<file path="src/rtl/rr_merge_2to1.sv">
// rr_merge_2to1: fair round-robin merge of two valid/ready streams
// into one registered output stage with source tag and accept counters.
module rr_merge_2to1 #(
  parameter int WIDTH = 8,
  parameter int CNT_W = 8
) (
  input  logic             clk,
  input  logic             rst,
  input  logic             in0_valid,
  input  logic [WIDTH-1:0] in0_data,
  output logic             in0_ready,
  input  logic             in1_valid,
  input  logic [WIDTH-1:0] in1_data,
  output logic             in1_ready,
  output logic             out_valid,
  output logic [WIDTH-1:0] out_data,
  output logic             out_src,
  input  logic             out_ready,
  output logic [CNT_W-1:0] cnt0,
  output logic [CNT_W-1:0] cnt1
);

  logic prio;
  logic gnt;
  logic load_en;
  logic acc0;
  logic acc1;

  // Register may refill in the same cycle it drains.
  assign load_en = !out_valid | out_ready;

  always_comb begin
    gnt = 1'b0;
    unique case (1'b1)
      (in0_valid & in1_valid):  gnt = prio;
      (!in0_valid & in1_valid): gnt = 1'b1;
      default:                  gnt = 1'b0;
    endcase
  end

  assign acc0 = load_en & !rst & !gnt & in0_valid;
  assign acc1 = load_en & !rst & gnt & in1_valid;

  assign in0_ready = acc0;
  assign in1_ready = acc1;

  always_ff @(posedge clk) begin
    if (rst) begin
      out_valid <= 1'b0;
      out_data  <= '0;
      out_src   <= 1'b0;
      prio      <= 1'b0;
      cnt0      <= '0;
      cnt1      <= '0;
    end else if (acc0) begin
      out_valid <= 1'b1;
      out_data  <= in0_data;
      out_src   <= 1'b0;
      prio      <= 1'b1;
      if (cnt0 != {CNT_W{1'b1}})
        cnt0 <= cnt0 + CNT_W'(1);
    end else if (acc1) begin
      out_valid <= 1'b1;
      out_data  <= in1_data;
      out_src   <= 1'b1;
      prio      <= 1'b0;
      if (cnt1 != {CNT_W{1'b1}})
        cnt1 <= cnt1 + CNT_W'(1);
    end else if (out_valid & out_ready) begin
      out_valid <= 1'b0;
    end
  end

endmodule

</file>
<file path="config.mk">
export PLATFORM = sky130hd
export DESIGN_NAME = rr_merge_2to1
export DESIGN_NICKNAME = d
export VERILOG_FILES = /design/src/rtl/rr_merge_2to1.sv
export SDC_FILE = /design/constraint.sdc
export NUM_CORES = 1
export LEC_CHECK = 0
export CAP_MARGIN = 20
export CELL_PAD_IN_SITES_DETAIL_PLACEMENT = 1
export CELL_PAD_IN_SITES_GLOBAL_PLACEMENT = 2
export CORE_UTILIZATION = 25
export CTS_CLUSTER_SIZE = 16
export DETAILED_ROUTE_END_ITERATION = 12
export GPL_ROUTABILITY_DRIVEN = 0
export GPL_TIMING_DRIVEN = 0
export PLACE_DENSITY = 0.89
export REMOVE_ABC_BUFFERS = 1
export SLEW_MARGIN = 30
export SYNTH_ARGS = -nofsm -noshare
export SYNTH_HDL_FRONTEND = slang
export SYNTH_SLANG_ARGS = --single-unit
</file>
<file path="constraint.sdc">
create_clock -name clk -period 1.7 [get_ports clk]
set_input_delay 0.255 -clock clk [delete_from_list [all_inputs] [get_ports clk]]
set_output_delay 0.255 -clock clk [all_outputs]
set_load 0.03 [all_outputs]
</file>
==> metrics.txt, run 1 <==
Worst Path Max Fanout=4; # DRC=0; status=finished clean; hold path depth=3; Port Buffers=48; via/cell ratio=5.155; Hold Buf Count CTS=0; row count=25; fill count=549; diode count=0; global route overflow=0; Total Wirelength=3.932 mm; Worst-Margin Slew=0.7304 ns; RSZ-0062 raised after global routing=false; hpwl dp=2.837 mm; H-tree depth=1; number of synthesized register bits=27; worst endpoint required time=1.44 ns; Yosys cell types=43; Peak Freq=0.6098 GHz; Layout area overhead=53.48%; largest net degree at the start of global routing=22; # IOs=49; layout cells sized above 1=14.04%; Hold Path Class=input pin to register; Pre-antenna DRT Iters=4; reg-to-reg critical path endpoint=cnt0[6]$_SDFFE_PP0P_; Final Critical Period=1.640 ns; Final Core Density=40.03%; Worst R2R Path Depth=5; antenna violations before repair=0; die height=72.43 um; die area=5245 um^2; clock slew at reported path FFs=0.10 ns; Synth Cell Area=1240 um^2; Seq/Total Area, Yosys=43.59%; syn_area_per_cell=9.763 um^2; warnings from Yosys=0; Vias=1263; vias in the first global route=1299; CP endpoint kind=output pin; Core Footprint=4755 um^2; root buffer cell=clkbuf_8; Sink Count=27; cell family with most CP delay=buffers and inverters; post-route clock period utilization=96.46%; global-route wire length before repair=6.306 mm; leakage power=0.8709 nW; worst skew pair latency=0.28 ns; max cap viols=0; Hold Fails Final Rpt=0; Cells after Synth=127; clock buffer depth=2; drt initial violations=105; relative slew slack=51.09%; total track usage=15.70%; DR WL/cell=16.05 um; CTS tree=done; placed cell area=1767 um^2; Die Width=72.43 um; worst vdd ir=0.3071 mV; setup violators final=0; Crit path largest cell delay=0.69 ns; Design Area, Final=1903 um^2; Initial Util=26.08%; crit path to=cnt0[4]; crit path launch type=register; Pwr Density=696.5 nW/um^2; worst path cell trace=clkdlybuf4s50_1; CP Depth=1; post-route ant nets=0; Pins Over Slew Limit=0; fin nets=202; CP startpoint=cnt0[4]$_SDFFE_PP0P_; Worst Path Arrival=1.38 ns; clock skew=0.006551 ns; worst reg2reg startpoint=cnt0[0]$_SDFFE_PP0P_; CTS Buf Count=3; Critical-path top delay cell=clkdlybuf4s50_1; Crit Path Class=register to output pin; r2r setup slk=0.14 ns; worst path bufs/invs=1
[timing repair]
action | CTS | global route
gates resized for setup | 25 | 16
setup endpoints to repair | 31 | 22
pin swaps | 1 | 0
buffers inserted | 3 | 0
cloned | 1 | 0
[metal layers]
| layer | part of all wire, % | global-route usage (%) | vias to the layer above |
|---|---|---|---|
| met5 | 0 | 0 | - |
| li1 | - | - | 602 |
| met2 | 54 | 29.70 | 34 |
| met1 | 40 | 17.82 | 625 |
| met3 | 5.2 | 2.778 | 2 |
| met4 | 0.28 | 4.575 | 0 |
[cells in the final DEF, fill, tap and decap left out, types with 2 or more instances in the layout]
| master | instances |
|---|---|
| dlymetal6s2s_1 | 12 |
| nand3b_1 | 2 |
| nand3_1 | 5 |
| nand2_1 | 6 |
| buf_4 | 3 |
| dfxtp_1 | 26 |
| a311oi_1 | 4 |
| a31oi_1 | 2 |
| and2_1 | 2 |
| and4_1 | 2 |
| nor3_1 | 5 |
| inv_1 | 2 |
| dlygate4sd2_1 | 3 |
| nor2_1 | 12 |
| o21ai_0 | 2 |
| a222oi_1 | 8 |
| and3_1 | 3 |
| mux2i_1 | 3 |
| a21oi_1 | 6 |
| buf_2 | 2 |
| clkdlybuf4s50_1 | 30 |
| clkbuf_8 | 3 |
| nor2b_1 | 2 |
| a41oi_1 | 2 |
| nand4_1 | 3 |
| a31o_2 | 2 |
[final cells by class]
type	count	area [um^2]	share of cell area [%]
Clock buffer	3	41.29	2.170
Clock inverter	1	7.507	0.3945
Inverter	5	38.79	2.038
Multi-Input combinational cell	90	660.6	34.71
Sequential cell	27	541.8	28.47
Tap cell	67	83.83	4.405
Timing Repair Buffer	51	520.5	27.35
Timing Repair inverter	1	8.758	0.4602
[power breakdown]
part / switching, mW / internal (mW) / leakage [nW]
Clock: 0.213 / 0.166 / 0.0217
Combinational: 0.141 / 0.124 / 0.629
Sequential: 0.0222 / 0.659 / 0.220
[synthesized netlist by cell type]
cell	n	share of area (%)
nor2_1	13	3.9
nand2b_4	1	1.1
nand2b_1	1	0.50
a41o_1	1	0.81
o21ai_1	1	0.40
ha_1	2	2.0
or3_1	1	0.50
and2_1	2	1.0
a311oi_1	4	2.8
a311oi_2	1	1.2
nor3_1	5	2.0
nand3b_1	2	1.2
a21boi_2	1	0.91
inv_1	2	0.61
and4_1	2	1.4
mux2i_1	3	2.4
buf_6	2	1.8
o21ai_0	2	0.81
a41oi_1	2	1.4
o211ai_1	1	0.61
a222oi_1	8	6.5
inv_4	1	0.50
o41ai_1	1	0.71
dfxtp_1	27	44
clkbuf_1	2	0.61
a41oi_2	1	1.3
nor2b_1	2	1.0
a31o_2	2	1.4
clkinv_2	1	0.40
nand4_1	3	1.5
nand3_4	1	1.4
nand2_1	6	1.8
inv_2	1	0.30
o311ai_1	1	0.71
a211oi_1	1	0.61
mux2_1	1	0.91
a21oi_1	6	2.4
buf_4	1	0.61
nand3_1	5	2.0
nand4_2	1	1.0
a21o_1	1	0.61
and3_1	3	1.5
a31oi_1	2	1.0
[per-stage QoR]
step	TNS (ns)	hold slack, ns	instances	power, mW	setup WS, ns
finish	0	0.3797	245	1.326	0.06013
global route	0	0.3655	245	1.401	0.005964
floorplan	0	0.3229	122	0.8134	0.1010
CTS	0	0.4005	245	1.347	0.001901
detailed placement	-23.66	0.4753	237	0.9456	-1.332
global placement	-21.38	0.4692	237	0.9353	-1.291
[sequential cells by signal, indices dropped and copies added, names as in the netlist]
register,cells
cnt1,8
cnt0,8
out_valid,1
out_data,8
out_src,1
prio,1
[worst min-delay path by stage]
stage,from,end,slack [ns]
after floorplan,rst,cnt0[4]$_SDFFE_PP0P_,0.32
after global placement,out_src$_SDFFE_PP0P_,out_src$_SDFFE_PP0P_,0.47
after detailed placement,out_src$_SDFFE_PP0P_,out_src$_SDFFE_PP0P_,0.48
after CTS,rst,out_data[2]$_SDFFE_PP0P_,0.40
after global routing,in0_valid,out_valid$_SDFFE_PP0P_,0.37
final,in0_valid,out_valid$_SDFFE_PP0P_,0.38
[logic make-up after synthesis]
| family | after synthesis | share of synthesized area [%] |
|---|---|---|
| DFF | 27 | 43.59 |
| buffers and inverters | 10 | 4.844 |
| adders and majority gates | 2 | 2.018 |
| muxes | 4 | 3.330 |
| and+or+nand+nor | 48 | 22.00 |
| AOI/OAI and AO/OA | 36 | 24.22 |
No activity file was read; power rests on OpenSTA's default activity.
==> inputs of run 2 (changes only) <==
Settings changed: MAX_ROUTING_LAYER from default to met4.
==> run 2 against run 1 <==
Compared with the run above:
- sequential share of layout area is the same
- global-route usage grew 0.41 points
- non-clock buffer count is the same
- first-iteration DRC count grew 16%
- sequential cell count is the same
- hold slack lost 0.0015 ns
- fmax shrank 0.24%
- clock skew is essentially flat
- routed wire length grew 0.28%
- cell area is the same
- cell count is the same
==> metrics.txt, run 2 (synthesis gave the netlist of run 1 again) <==
via/cell ratio=5.204; Worst Path Max Fanout=4; worst path cell trace=clkdlybuf4s50_1; placed cell area=1767 um^2; die area=5245 um^2; hpwl dp=2.837 mm; Design Area, Final=1903 um^2; diode count=0; worst skew pair latency=0.28 ns; cell family with most CP delay=buffers and inverters; Core Footprint=4755 um^2; Non-Filler Instances=245; worst vdd ir=0.3108 mV; CTS tree=done; Vias=1275; worst endpoint required time=1.44 ns; most common cell after layout, fill and taps aside=clkdlybuf4s50_1; minimum hold slack=0.3782 ns; row count=25; Final Core Density=40.03%; DR WL/cell=16.09 um; Worst-Margin Slew=0.7336 ns; DP Worst Slack=-1.332 ns; clock buffer depth=2; Final WS setup=0.05626 ns; Critical-path top delay cell=clkdlybuf4s50_1; most frequent cells in the layout=30 x clkdlybuf4s50_1, 26 x dfxtp_1, 12 x nor2_1, 12 x dlymetal6s2s_1, 8 x a222oi_1; CTS Buf Count=3; RSZ-0062 raised after global routing=false; max cap viols=0; fin nets=202; Layout area overhead=53.48%; antenna violations before repair=0; CP endpoint kind=output pin; HP Start=in0_valid; global-route wire length before repair=6.285 mm; Pins Over Slew Limit=0; worst path bufs/invs=1; vias in the first global route=1301; Hold Path Class=input pin to register; Pre-antenna DRT Iters=4; leakage power=0.8709 nW; post-route ant nets=0; biggest regs=cnt0 x8, cnt1 x8, out_data x8; total track usage=16.11%; Pwr Density=699.7 nW/um^2; Port Buffers=48; Placed Cells=237; Final Critical Period=1.644 ns; Die Width=72.43 um; relative slew slack=50.88%; CP startpoint=cnt0[4]$_SDFFE_PP0P_; Initial Util=26.08%; crit path launch type=register; Crit path largest cell delay=0.69 ns; die height=72.43 um; largest net degree at the start of global routing=22; setup violators final=0; Sink Count=27; root buffer cell=clkbuf_8; Hold Fails Final Rpt=0; # DRC=0; Crit Path Class=register to output pin; global route overflow=0; worst reg2reg startpoint=cnt0[0]$_SDFFE_PP0P_; Peak Freq=0.6084 GHz; post-route clock period utilization=96.69%; H-tree depth=1; Worst Path Arrival=1.39 ns; Total Wirelength=3.943 mm; clock slew at reported path FFs=0.10 ns; layout cells sized above 1=14.04%; # IOs=49; drt initial violations=122; clock skew=0.006248 ns; status=finished clean
## run 2: cell counts in the layout (fill, tap and decap cells not counted)
Identical to the previous run, type by type.
## run 2: worst paths after layout
kind	to	slack, ns	cells after the start
hold / removal	out_valid$_SDFFE_PP0P_	0.38	3
setup / recovery	cnt0[4]	0.06	1
hold reg to reg	out_src$_SDFFE_PP0P_	0.49	1
setup reg to reg	cnt0[6]$_SDFFE_PP0P_	0.15	5
## run 2: layer usage
metal  track usage, %  up-vias  share of wire (%)
met5                -        -                  0
met4            4.575        0               0.76
met3            2.361        4                5.5
met2            29.80       35                 53
met1            17.82      634                 40
li1                 -      602                  -
## run 2: final cells by class
cell class | count | area [um^2]
Tap cell | 67 | 83.83
Timing Repair Buffer | 51 | 520.5
Clock buffer | 3 | 41.29
Clock inverter | 1 | 7.507
Timing Repair inverter | 1 | 8.758
Sequential cell | 27 | 541.8
Multi-Input combinational cell | 90 | 660.6
Fill cell | 549 | 2851
Inverter | 5 | 38.79
## run 2: stage by stage
stage,setup TNS (ns),power (mW)
after floorplan,0,0.8134
after global placement,-21.38,0.9353
after detailed placement,-23.66,0.9456
after CTS,0,1.347
after global routing,0,1.398
final,0,1.332
## run 2: power breakdown
part / internal [mW] / switching [mW]
Combinational: 0.124 / 0.141
Sequential: 0.659 / 0.0222
Clock: 0.167 / 0.219
Total: 0.950 / 0.382
## run 2: what timing repair did
action	CTS	global route
setup buffers	3	0
cloned	1	0
resized for setup	25	16
pin swaps	1	0
setup endpoints to repair	31	22
hold buffers	0	0
